## config.mk

```make
export PLATFORM = sky130hd
export DESIGN_NAME = food_position_generator_flat
export DESIGN_NICKNAME = d
export VERILOG_FILES = /design/src/rtl/food_position_generator_if.sv /design/src/rtl/food_position_generator.sv /design/src/flat_wrapper.sv
export SDC_FILE = /design/constraint.sdc
export NUM_CORES = 1
export LEC_CHECK = 0
export BUFFER_PORTS_ARGS = -buffer_cell sky130_fd_sc_hd__buf_2
export CAP_MARGIN = 20
export CORE_AREA = 3 3 74 76
export DETAILED_ROUTE_END_ITERATION = 12
export DIE_AREA = 0 0 77 79
export GPL_TIMING_DRIVEN = 0
export PLACE_DENSITY = 0.72
export SETUP_SLACK_MARGIN = 0.3
export SLEW_MARGIN = 20
export SYNTH_ARGS = -nofsm -noshare
export SYNTH_HDL_FRONTEND = slang
export SYNTH_SLANG_ARGS = --single-unit
```

## constraint.sdc

```tcl
create_clock -name MasterClock -period 1.65 [get_ports MasterClock]
set_clock_uncertainty 0.1 [all_clocks]
set_input_delay 0.33 -clock MasterClock [delete_from_list [all_inputs] [get_ports MasterClock]]
set_output_delay 0.33 -clock MasterClock [all_outputs]
set_load 0.01 [all_outputs]
```

## src/rtl/food_position_generator_if.sv

```systemverilog
// Request/query/result bundle between the food generator and its neighbours.
// The slave side is the generator; the master side is the game logic together
// with the snake-body occupancy store.
interface food_position_generator_if #(
  parameter int HW = 6,
  parameter int VW = 5
);
  logic          Request;
  logic          Busy;
  logic          QueryValid;
  logic [VW-1:0] QueryV;
  logic [HW-1:0] QueryH;
  logic          QueryOccupied;
  logic          FoodValid;
  logic          Failed;
  logic [VW-1:0] FoodV;
  logic [HW-1:0] FoodH;

  modport master (
    output Request, QueryOccupied,
    input  Busy, QueryValid, QueryV, QueryH, FoodValid, Failed, FoodV, FoodH
  );

  modport slave (
    input  Request, QueryOccupied,
    output Busy, QueryValid, QueryV, QueryH, FoodValid, Failed, FoodV, FoodH
  );
endinterface

```

## src/rtl/food_position_generator.sv

```systemverilog
// Food cell generator for the snake playfield. A free-running Galois LFSR,
// stirred by synchronised oscillator bits and button presses, supplies
// candidate cells; out-of-range candidates are dropped, in-range ones are
// checked against the snake-body store, and after MAX_TRIES rejections the
// draw ends with Failed set and the previous food left in place.
// LFSR_WIDTH must cover both HW+VW and ENTROPY_BITS+5.
module food_position_generator #(
  parameter int                    GRID_W       = 40,
  parameter int                    GRID_H       = 30,
  parameter int                    LFSR_WIDTH   = 16,
  parameter logic [LFSR_WIDTH-1:0] TAPS         = 16'hB400,
  parameter logic [LFSR_WIDTH-1:0] SEED         = 16'hACE1,
  parameter int                    ENTROPY_BITS = 2,
  parameter int                    MAX_TRIES    = 64
) (
  input  logic                    MasterClock,
  input  logic                    reset,
  input  logic [ENTROPY_BITS-1:0] EntropyIn,
  input  logic [4:0]              Buttons,
  food_position_generator_if.slave bus
);
  localparam int HW = $clog2(GRID_W);
  localparam int VW = $clog2(GRID_H);
  localparam int TW = $clog2(MAX_TRIES + 1);

  typedef enum logic [1:0] {S_IDLE, S_DRAW, S_QUERY, S_WAIT} state_t;

  state_t                  r_state;
  logic [LFSR_WIDTH-1:0]   r_lfsr;
  logic [4:0]              r_buttons_q;
  logic [TW-1:0]           r_tries;
  logic                    r_busy;
  logic                    r_query_valid;
  logic [VW-1:0]           r_query_v;
  logic [HW-1:0]           r_query_h;
  logic                    r_food_valid;
  logic                    r_failed;
  logic [VW-1:0]           r_food_v;
  logic [HW-1:0]           r_food_h;

  logic [ENTROPY_BITS-1:0] w_ent_sync;
  logic [4:0]              w_button_rise;
  logic [LFSR_WIDTH-1:0]   w_lfsr_shift;
  logic [LFSR_WIDTH-1:0]   w_lfsr_mixed;
  logic [LFSR_WIDTH-1:0]   w_lfsr_next;
  logic [HW-1:0]           w_cand_h;
  logic [VW-1:0]           w_cand_v;
  logic                    w_cand_ok;
  logic                    w_tries_last;
  logic                    w_tries_full;
  logic [TW-1:0]           w_tries_inc;
  logic                    w_fail;

  // Two-flop synchroniser per oscillator bit; the bits are unrelated to MasterClock.
  genvar gi;
  generate
    for (gi = 0; gi < ENTROPY_BITS; gi++) begin : g_ent_sync
      logic r_meta;
      logic r_sync;
      // Metastability filter for one entropy bit.
      always_ff @(posedge MasterClock) begin
        if (reset) begin
          r_meta <= 1'b0;
          r_sync <= 1'b0;
        end else begin
          r_meta <= EntropyIn[gi];
          r_sync <= r_meta;
        end
      end
      assign w_ent_sync[gi] = r_sync;
    end
  endgenerate

  // Galois step, then entropy into the low bits and button edges just above them.
  assign w_button_rise = Buttons & ~r_buttons_q;
  assign w_lfsr_shift  = (r_lfsr >> 1) ^ (r_lfsr[0] ? TAPS : '0);
  assign w_lfsr_mixed  = w_lfsr_shift ^ LFSR_WIDTH'({w_button_rise, w_ent_sync});
  // The all-zero state would lock the LFSR, so it is replaced by the seed.
  assign w_lfsr_next   = (w_lfsr_mixed == '0) ? SEED : w_lfsr_mixed;

  // Candidate cell taken straight from the current LFSR state.
  assign w_cand_h  = r_lfsr[HW-1:0];
  assign w_cand_v  = r_lfsr[HW +: VW];
  assign w_cand_ok = (int'(w_cand_h) < GRID_W) && (int'(w_cand_v) < GRID_H);

  // Tries counter saturates at MAX_TRIES; "last" means this rejection exhausts the budget.
  assign w_tries_full = (r_tries >= TW'(MAX_TRIES));
  assign w_tries_last = (r_tries >= TW'(MAX_TRIES - 1));
  assign w_tries_inc  = w_tries_full ? r_tries : r_tries + TW'(1);
  assign w_fail = ((r_state != S_IDLE) && w_tries_full) ||
                  (((r_state == S_DRAW) && !w_cand_ok) ||
                   ((r_state == S_WAIT) && bus.QueryOccupied)) && w_tries_last;

  // LFSR runs every cycle regardless of FSM state; button history for edge detection.
  always_ff @(posedge MasterClock) begin
    if (reset) begin
      r_lfsr      <= SEED;
      r_buttons_q <= '0;
    end else begin
      r_lfsr      <= w_lfsr_next;
      r_buttons_q <= Buttons;
    end
  end

  // Draw FSM with registered strobes and held food/query coordinates.
  always_ff @(posedge MasterClock) begin
    if (reset) begin
      r_state       <= S_IDLE;
      r_tries       <= '0;
      r_busy        <= 1'b0;
      r_query_valid <= 1'b0;
      r_query_v     <= '0;
      r_query_h     <= '0;
      r_food_valid  <= 1'b0;
      r_failed      <= 1'b0;
      r_food_v      <= '0;
      r_food_h      <= '0;
    end else begin
      r_query_valid <= 1'b0;
      r_food_valid  <= 1'b0;
      if (w_fail) begin
        r_state      <= S_IDLE;
        r_tries      <= TW'(MAX_TRIES);
        r_busy       <= 1'b0;
        r_food_valid <= 1'b1;
        r_failed     <= 1'b1;
      end else begin
        case (r_state)
          S_IDLE: begin
            if (bus.Request) begin
              r_tries <= '0;
              r_busy  <= 1'b1;
              r_state <= S_DRAW;
            end
          end
          S_DRAW: begin
            if (w_cand_ok) begin
              r_query_h     <= w_cand_h;
              r_query_v     <= w_cand_v;
              r_query_valid <= 1'b1;
              r_state       <= S_QUERY;
            end else begin
              r_tries <= w_tries_inc;
            end
          end
          S_QUERY: r_state <= S_WAIT;
          S_WAIT: begin
            if (!bus.QueryOccupied) begin
              r_food_v     <= r_query_v;
              r_food_h     <= r_query_h;
              r_food_valid <= 1'b1;
              r_failed     <= 1'b0;
              r_busy       <= 1'b0;
              r_state      <= S_IDLE;
            end else begin
              r_tries <= w_tries_inc;
              r_state <= S_DRAW;
            end
          end
          default: r_state <= S_IDLE;
        endcase
      end
    end
  end

  assign bus.Busy       = r_busy;
  assign bus.QueryValid = r_query_valid;
  assign bus.QueryV     = r_query_v;
  assign bus.QueryH     = r_query_h;
  assign bus.FoodValid  = r_food_valid;
  assign bus.Failed     = r_failed;
  assign bus.FoodV      = r_food_v;
  assign bus.FoodH      = r_food_h;
endmodule

```

## src/flat_wrapper.sv

```systemverilog
// flat-port wrapper written by rule: the top's interface ports become plain ports
module food_position_generator_flat 
#(
  parameter int                    GRID_W       = 40,
  parameter int                    GRID_H       = 30,
  parameter int                    LFSR_WIDTH   = 16,
  parameter logic [LFSR_WIDTH-1:0] TAPS         = 16'hB400,
  parameter logic [LFSR_WIDTH-1:0] SEED         = 16'hACE1,
  parameter int                    ENTROPY_BITS = 2,
  parameter int                    MAX_TRIES    = 64
)
  (MasterClock, reset, EntropyIn, Buttons, bus_Request, bus_QueryOccupied, bus_Busy, bus_QueryValid, bus_QueryV, bus_QueryH, bus_FoodValid, bus_Failed, bus_FoodV, bus_FoodH);
  food_position_generator_if #(.HW((6)), .VW((5))) bus_i ();
  input  logic MasterClock;
  input  logic reset;
  input  logic [ENTROPY_BITS-1:0] EntropyIn;
  input  logic [4:0] Buttons;
  input wire logic [$bits(bus_i.Request)-1:0] bus_Request;
  input wire logic [$bits(bus_i.QueryOccupied)-1:0] bus_QueryOccupied;
  output wire logic [$bits(bus_i.Busy)-1:0] bus_Busy;
  output wire logic [$bits(bus_i.QueryValid)-1:0] bus_QueryValid;
  output wire logic [$bits(bus_i.QueryV)-1:0] bus_QueryV;
  output wire logic [$bits(bus_i.QueryH)-1:0] bus_QueryH;
  output wire logic [$bits(bus_i.FoodValid)-1:0] bus_FoodValid;
  output wire logic [$bits(bus_i.Failed)-1:0] bus_Failed;
  output wire logic [$bits(bus_i.FoodV)-1:0] bus_FoodV;
  output wire logic [$bits(bus_i.FoodH)-1:0] bus_FoodH;
  assign bus_i.Request = bus_Request;
  assign bus_i.QueryOccupied = bus_QueryOccupied;
  assign bus_Busy = bus_i.Busy;
  assign bus_QueryValid = bus_i.QueryValid;
  assign bus_QueryV = bus_i.QueryV;
  assign bus_QueryH = bus_i.QueryH;
  assign bus_FoodValid = bus_i.FoodValid;
  assign bus_Failed = bus_i.Failed;
  assign bus_FoodV = bus_i.FoodV;
  assign bus_FoodH = bus_i.FoodH;
  food_position_generator #(.GRID_W(GRID_W), .GRID_H(GRID_H), .LFSR_WIDTH(LFSR_WIDTH), .TAPS(TAPS), .SEED(SEED), .ENTROPY_BITS(ENTROPY_BITS), .MAX_TRIES(MAX_TRIES)) u_core (.MasterClock(MasterClock), .reset(reset), .EntropyIn(EntropyIn), .Buttons(Buttons), .bus(bus_i));
endmodule
```

# [Yosys cells after proc, flatten, opt, wreduce, memory -nomap -nowiden]
# Cells that the tools add are included.
# Widths: inputs -> output; s select.
[word_totals] elab_cells=86 output_inout_bits=26 register_bits=60
[op_classes] n_eq_ne=12 n_reduce_logical=25 add_sub_neg=1 n_mux=20 bitwise=7 n_lt_le_gt_ge=4
[ops] op="$mux 7" n=5
[ops] op="$pmux 7 s3" n=1
[ops] op="$logic_not 16->1" n=1
[ops] op="$mux 16" n=1
[ops] op="$xor 15x16->16" n=1
[ops] op="$xor 16x7->16" n=1
[ops] op="$mux 1" n=9
[ops] op="$reduce_and 3->1" n=3
[ops] op="$ne 2x2->1 const B" n=4
[ops] op="$pmux 2 s4" n=1
[ops] op="$reduce_and 4->1" n=2
[ops] op="$add 7x1->7 const B" n=1
[ops] op="$ge 7x6->1 const B" n=1
[ops] op="$ge 7x7->1 const B" n=1
[ops] op="$lt 6x6->1 const B" n=1
[ops] op="$ne 3x2->1 const B" n=2
[ops] op="$reduce_bool 2->1" n=3
[ops] op="$and 5x5->5" n=1
[ops] op="$logic_and 1x1->1" n=5
[ops] op="$lt 5x5->1 const B" n=1
[ops] op="$not 5->5" n=1
[ops] op="$eq 2x2->1 const B" n=2
[ops] op="$mux 2" n=2
[ops] op="$ne 2x1->1 const B" n=2
[ops] op="12 further kinds" n=17

# [Logic depth before layout (Yosys ltp)]
[depth] word_depth=9 mapped_depth=8

# [Least setup slack after synthesis]
# No wires, ideal clock.
[synth_path] path_kind="register to register" from="reg u_core.r_state[0]" to="reg u_core.r_tries[1]" setup_slack_ns=-0.103 required_ns=1.464 arrival_time_ns=1.567 synth_period_minus_slack_ns=1.753 stages_incl_launch_ff=7 n_path_buf=0 path_cell_list="dfxtp_1 inv_1 ha_1 nor2b_1 a2111oi_4 nand2_2 a221oi_2"
[synth_between] elab_chain_cells=6 elab_cells_between_ends=17
[synth_lines] item="from (decl)" line_no="food_position_generator.sv:28" rtl="state_t r_state;"
[synth_lines] item="from (signal assigned)" line_no="food_position_generator.sv:108" rtl="r_state <= S_IDLE;"
[synth_lines] item="from (signal assigned)" line_no="food_position_generator.sv:122" rtl="r_state <= S_IDLE;"
[synth_lines] item="from (signal assigned)" line_no="food_position_generator.sv:133" rtl="r_state <= S_DRAW;"
[synth_lines] item="$eq 2x1->1 or $eq 2x2->1 (tied branches)" line_no="food_position_generator.sv:91, food_position_generator.sv:128, food_position_generator.sv:92"
[synth_lines] item="$logic_and 1x1->1, on equally long branches" line_no="food_position_generator.sv:91, food_position_generator.sv:92"
[synth_lines] item="$logic_or 1x1->1" line_no="food_position_generator.sv:91" rtl="(((r_state == S_DRAW) && !w_cand_ok) ||"
[synth_lines] item="$logic_and 1x1->1" line_no="food_position_generator.sv:92" rtl="((r_state == S_WAIT) && bus.QueryOccupied)) && w_tries_last;"
[synth_lines] item="$logic_or 1x1->1" line_no="food_position_generator.sv:90" rtl="assign w_fail = ((r_state != S_IDLE) && w_tries_full) ||"
[synth_lines] item="$reduce_or 2->1 (no line)"
[synth_lines] item="to (signal assigned)" line_no="food_position_generator.sv:123" rtl="r_tries <= TW'(MAX_TRIES);"
[synth_lines] item="to (signal assigned)" line_no="food_position_generator.sv:143" rtl="r_tries <= w_tries_inc;"
[synth_lines] item="to (signal assigned)" line_no="food_position_generator.sv:156" rtl="r_tries <= w_tries_inc;"
[synth_lines] item="to (decl)" line_no="food_position_generator.sv:31" rtl="logic [TW-1:0] r_tries;"
# Several ways; a longest one is shown, not always the timed one.
# A chain may end at the register's enable or synchronous reset.

# [Worst setup path after layout]
[layout_path] from="reg u_core.r_state[1]" to="reg u_core.r_food_v[2], in the netlist u_core.bus.FoodV[2]"
[layout_between] elab_chain_cells=7 elab_cells_between_ends=11
[layout_lines] item="$eq 2x1->1 or $eq 2x2->1 (tied branches)" line_no="food_position_generator.sv:91, food_position_generator.sv:92, food_position_generator.sv:128"
[layout_lines] item="$logic_and 1x1->1, on equally long branches" line_no="food_position_generator.sv:91, food_position_generator.sv:92"
[layout_lines] item="$logic_or 1x1->1" line_no="food_position_generator.sv:91"
[layout_lines] item="$logic_and 1x1->1" line_no="food_position_generator.sv:92"
[layout_lines] item="$logic_or 1x1->1" line_no="food_position_generator.sv:90"
[layout_lines] item="$not 1->1 (no line)"
[layout_lines] item="$reduce_and 3->1 (no line) *"
[layout_lines] item="to (signal assigned)" line_no="food_position_generator.sv:149" rtl="r_food_v <= r_query_v;"
[layout_lines] item="to (decl)" line_no="food_position_generator.sv:38" rtl="logic [VW-1:0] r_food_v;"
# Mark *: on every way between the ends. The rest lies on a longest branch, timed or not.

==> flow_summary.ini <==
[outcome]
status = complete, but fails checks
violations = setup timing

[finish]
antenna_cells = 0
seq_area_mm2 = 0.001217
fillCellCount = 359
area_growth_pct = 42.17
fin_area_mm2 = 0.003417
drive_above_1_share_pct = 46.47
multi_input_area_mm2 = 0.001401
num-nets-final = 323

[detailed_routing]
wl_met2_um = 2525
ant_nets = 0
wl_met3_um = 281
drt_pass1_iterations = 4
wirelength_met1_um = 2459
first_iter_violations = 86
num_vias = 1881
routedWlPerCell_um = 14.23
vias_per_cell = 4.963
highest_layer = met4
drcViolationCount = 0
routed_wl_um = 5394

[worst_setup_path]
setup.worst_path.start_class = flop
cp_max_fo = 6
required_ps = 1810
cp-endpoint = u_core.bus.FoodV[2]
rr_worst_depth = 9
path_class = flop to flop
end_kind = flop
r2r_end = u_core.bus.FoodV[2]
reg2reg_setup_slack_ps = -120
r2r-start = u_core.r_state[1]
crit_start = u_core.r_state[1]
critical_path_arrival_ps = 1930

[power_and_ir_drop]
p_leak_nw = 1.367
p_comb_share_pct = 29.0
power_density_mw_per_mm2 = 1359
p_int_mw = 3.272
p_sw_mw = 1.372
switching_share_pct = 29.55
vdd_ir_drop_max_uv = 585.5
power.clock.fraction_pct = 33.1
seqPwrFrac_pct = 37.9

[synthesis]
yosysTopAreaCell = dfxtp_1
synth_edf_count = 0
synth_top_area_share_pct = 49.97
ys_async_sr_fraction_pct = 0
yosys-top-cells-area = dfxtp_1 50%, mux2i_1 5.0%, nor2b_1 4.9%, a21bo_2 4.2%, a21oi_1 4.0%
syn-instance-count = 242
synth_fp_nets = 258
avgSynthCellArea_um2 = 9.932
ys_warn_count = 0
synthFlopType = dfxtp_1
synth_common_cells = 60 x dfxtp_1, 25 x nor2_1, 19 x a21oi_1, 19 x nor2b_1, 15 x nand3_1
ys_types = 39
synth_most_common_cell = dfxtp_1
yosysSeqAreaShare_pct = 49.97
syn_area_mm2 = 0.002404
synth_seq_cells = 60

[sta]
fin_ws_ps = -122.6
maxSlewViolCount = 0
tns_ps = -1563
worst_slew_pin_slew_ps = 581.3
max_slew_margin_pct = 61.24
max_freq_mhz = 564.1
hold_viol = 0
rsz0062_at_grt = yes
setup_viol = 19
min_period_over_period_pct = 107.4
fin_crit_ps = 1773

[clocking]
cts_num_sinks = 60
cts_buffers = 9
cts_tree = built
clkSlewWorstSetupHoldPaths_ps = 70
cts_root_buffer = clkbuf_8
ctsHtreeMaxLevel = 3
worstSkewPairLatency_ps = 330
clk_path_buf_depth = 2

[floorplan]
io_pins = 37
initial_utilization_pct = 50.22
coreArea_mm2 = 0.004786
row_count = 25
fp.dieArea_mm2 = 0.006083
die_h_um = 79
die_x_um = 77

[global_routing]
grtUsageTotal_pct = 18.67
grt_pass1_vias = 1801
gr-total-overflow = 0
grt_max_degree = 11
grt_pass1_wl_um = 8845
antenna_found_initial = 0

[place]
port_buffers = 35
routabilityCongestion = 0.7793
dpl-instance-area_mm2 = 0.002743
hpwl_um = 3346

[min_path]
hold_path_class = input port to flop

[job]
drv_cap = 0
## how the worst min path moves through the flow
stage                                start  cells past startpoint                          end  slack (ps)
2_1_floorplan            u_core.r_lfsr[12]                      1            u_core.r_lfsr[11]         310
3_3_place_gp             u_core.r_lfsr[12]                      1            u_core.r_lfsr[11]         320
3_5_place_dp   u_core.g_ent_sync[0].r_meta                      1  u_core.g_ent_sync[0].r_sync         330
4_1_cts                       EntropyIn[0]                      2  u_core.g_ent_sync[0].r_meta          90
5_1_grt                       EntropyIn[1]                      2  u_core.g_ent_sync[1].r_meta         120
6_report                      EntropyIn[0]                      2  u_core.g_ent_sync[0].r_meta         110
## cell type report
cell class,count,area share (%)
Tap cell,67,2.453
Buffer,11,2.453
Sequential cell,60,35.63
Clock buffer,13,4.943
Inverter,7,0.9886
Timing Repair Buffer,53,10.55
Multi-Input combinational cell,165,41.01
Clock inverter,3,1.977
## flip-flops by register name (all words and copies together), names as in the netlist
name                      cells
u_core.bus.QueryH             6
u_core.bus.QueryValid         1
u_core.g_ent_sync.r_meta      2
u_core.bus.FoodH              6
u_core.bus.Busy               1
u_core.r_buttons_q            5
u_core.r_lfsr                16
u_core.g_ent_sync.r_sync      2
u_core.bus.Failed             1
u_core.r_tries                7
u_core.bus.QueryV             5
u_core.bus.FoodValid          1
u_core.bus.FoodV              5
u_core.r_state                2
## through the flow
| step | std cells | utilization [%] | total power, mW | setup slack [ps] | hold slack [ps] |
|---|---|---|---|---|---|
| 2_1_floorplan | 242 | - | 2.498 | 18.17 | 312.8 |
| 4_1_cts | 372 | 66.46 | 4.479 | -54.57 | 94.33 |
| 3_5_place_dp | 344 | 57.31 | 2.719 | -205.8 | 327.2 |
| 3_3_place_gp | 344 | 57.31 | 2.696 | -174.6 | 319.8 |
| 6_report | 379 | 71.40 | 4.644 | -122.6 | 105.7 |
| 5_1_grt | 379 | 71.40 | 4.875 | -239.6 | 119.2 |
## layout by cell type, fill, tap and decap left out, types with 2 or more instances in the layout
cell	Yosys	routed
clkbuf_8	0	12
a21bo_4	0	2
nor2_4	0	2
buf_4	1	12
a21oi_2	2	9
inv_1	6	4
xor2_1	4	4
nand4_1	4	4
nand2_1	10	9
o21ai_0	2	2
buf_2	1	35
nor2b_1	19	16
nand3_1	15	9
a21oi_4	0	3
nand3_4	0	2
bufinv_16	0	2
a21bo_2	10	8
and2_1	3	2
clkbuf_16	0	2
nand2_2	1	2
buf_6	2	6
clkbuf_2	0	4
clkbuf_1	7	4
mux2i_1	12	11
dfxtp_2	0	7
nand3_2	0	4
nand2b_1	5	4
dfxtp_4	0	2
o21ai_2	2	2
nor2b_4	0	3
dfxtp_1	60	51
xnor2_1	10	8
ha_4	0	4
nor2_1	25	22
a21oi_1	19	10
buf_8	0	2
xnor2_2	0	2
## metal layers
metal | up-vias | GRT usage (%)
met5 | - | 0
met4 | 0 | 10.68
met3 | 12 | 3.855
met2 | 46 | 29.27
met1 | 864 | 23.98
li1 | 959 | -
## cells by family after synthesis
family | after synthesis | share of synthesized area (%)
AOI/OAI and AO/OA | 42 | 13.95
muxes | 12 | 4.998
DFF | 60 | 49.97
buffers and inverters | 18 | 3.644
and+or+nand+nor | 91 | 19.73
xor gates and xnor gates | 14 | 5.101
adders and majority gates | 5 | 2.603
## worst max-delay path, stage by stage, from the launching register on
cell and delay (ps):
dfxtp_4 380, inv_4 50, ha_4 160, clkinv_4 80
nor2_4 50, o31ai_4 270, buf_6 190, clkbuf_16 150
nand3_1 90, a21oi_1 170
## power groups by stage
stage               Sequential [mW]  Combinational, mW  Clock [mW]
finish                         1.76               1.35        1.54
global route                   1.78               1.47        1.62
CTS                            1.75               1.17        1.56
detailed placement             1.75              0.971           0
global placement               1.75              0.950           0
floorplan                      1.75              0.748           0
## timing repair
action | in CTS | in global routing
resized for setup | 28 | 40
buffers inserted | 10 | 5
pin swaps | 19 | 14
hold buffers | 0 | 0
endpoints found under the setup margin | 45 | 53
cloned | 2 | 2
Power figures use the tool's default switching activity.
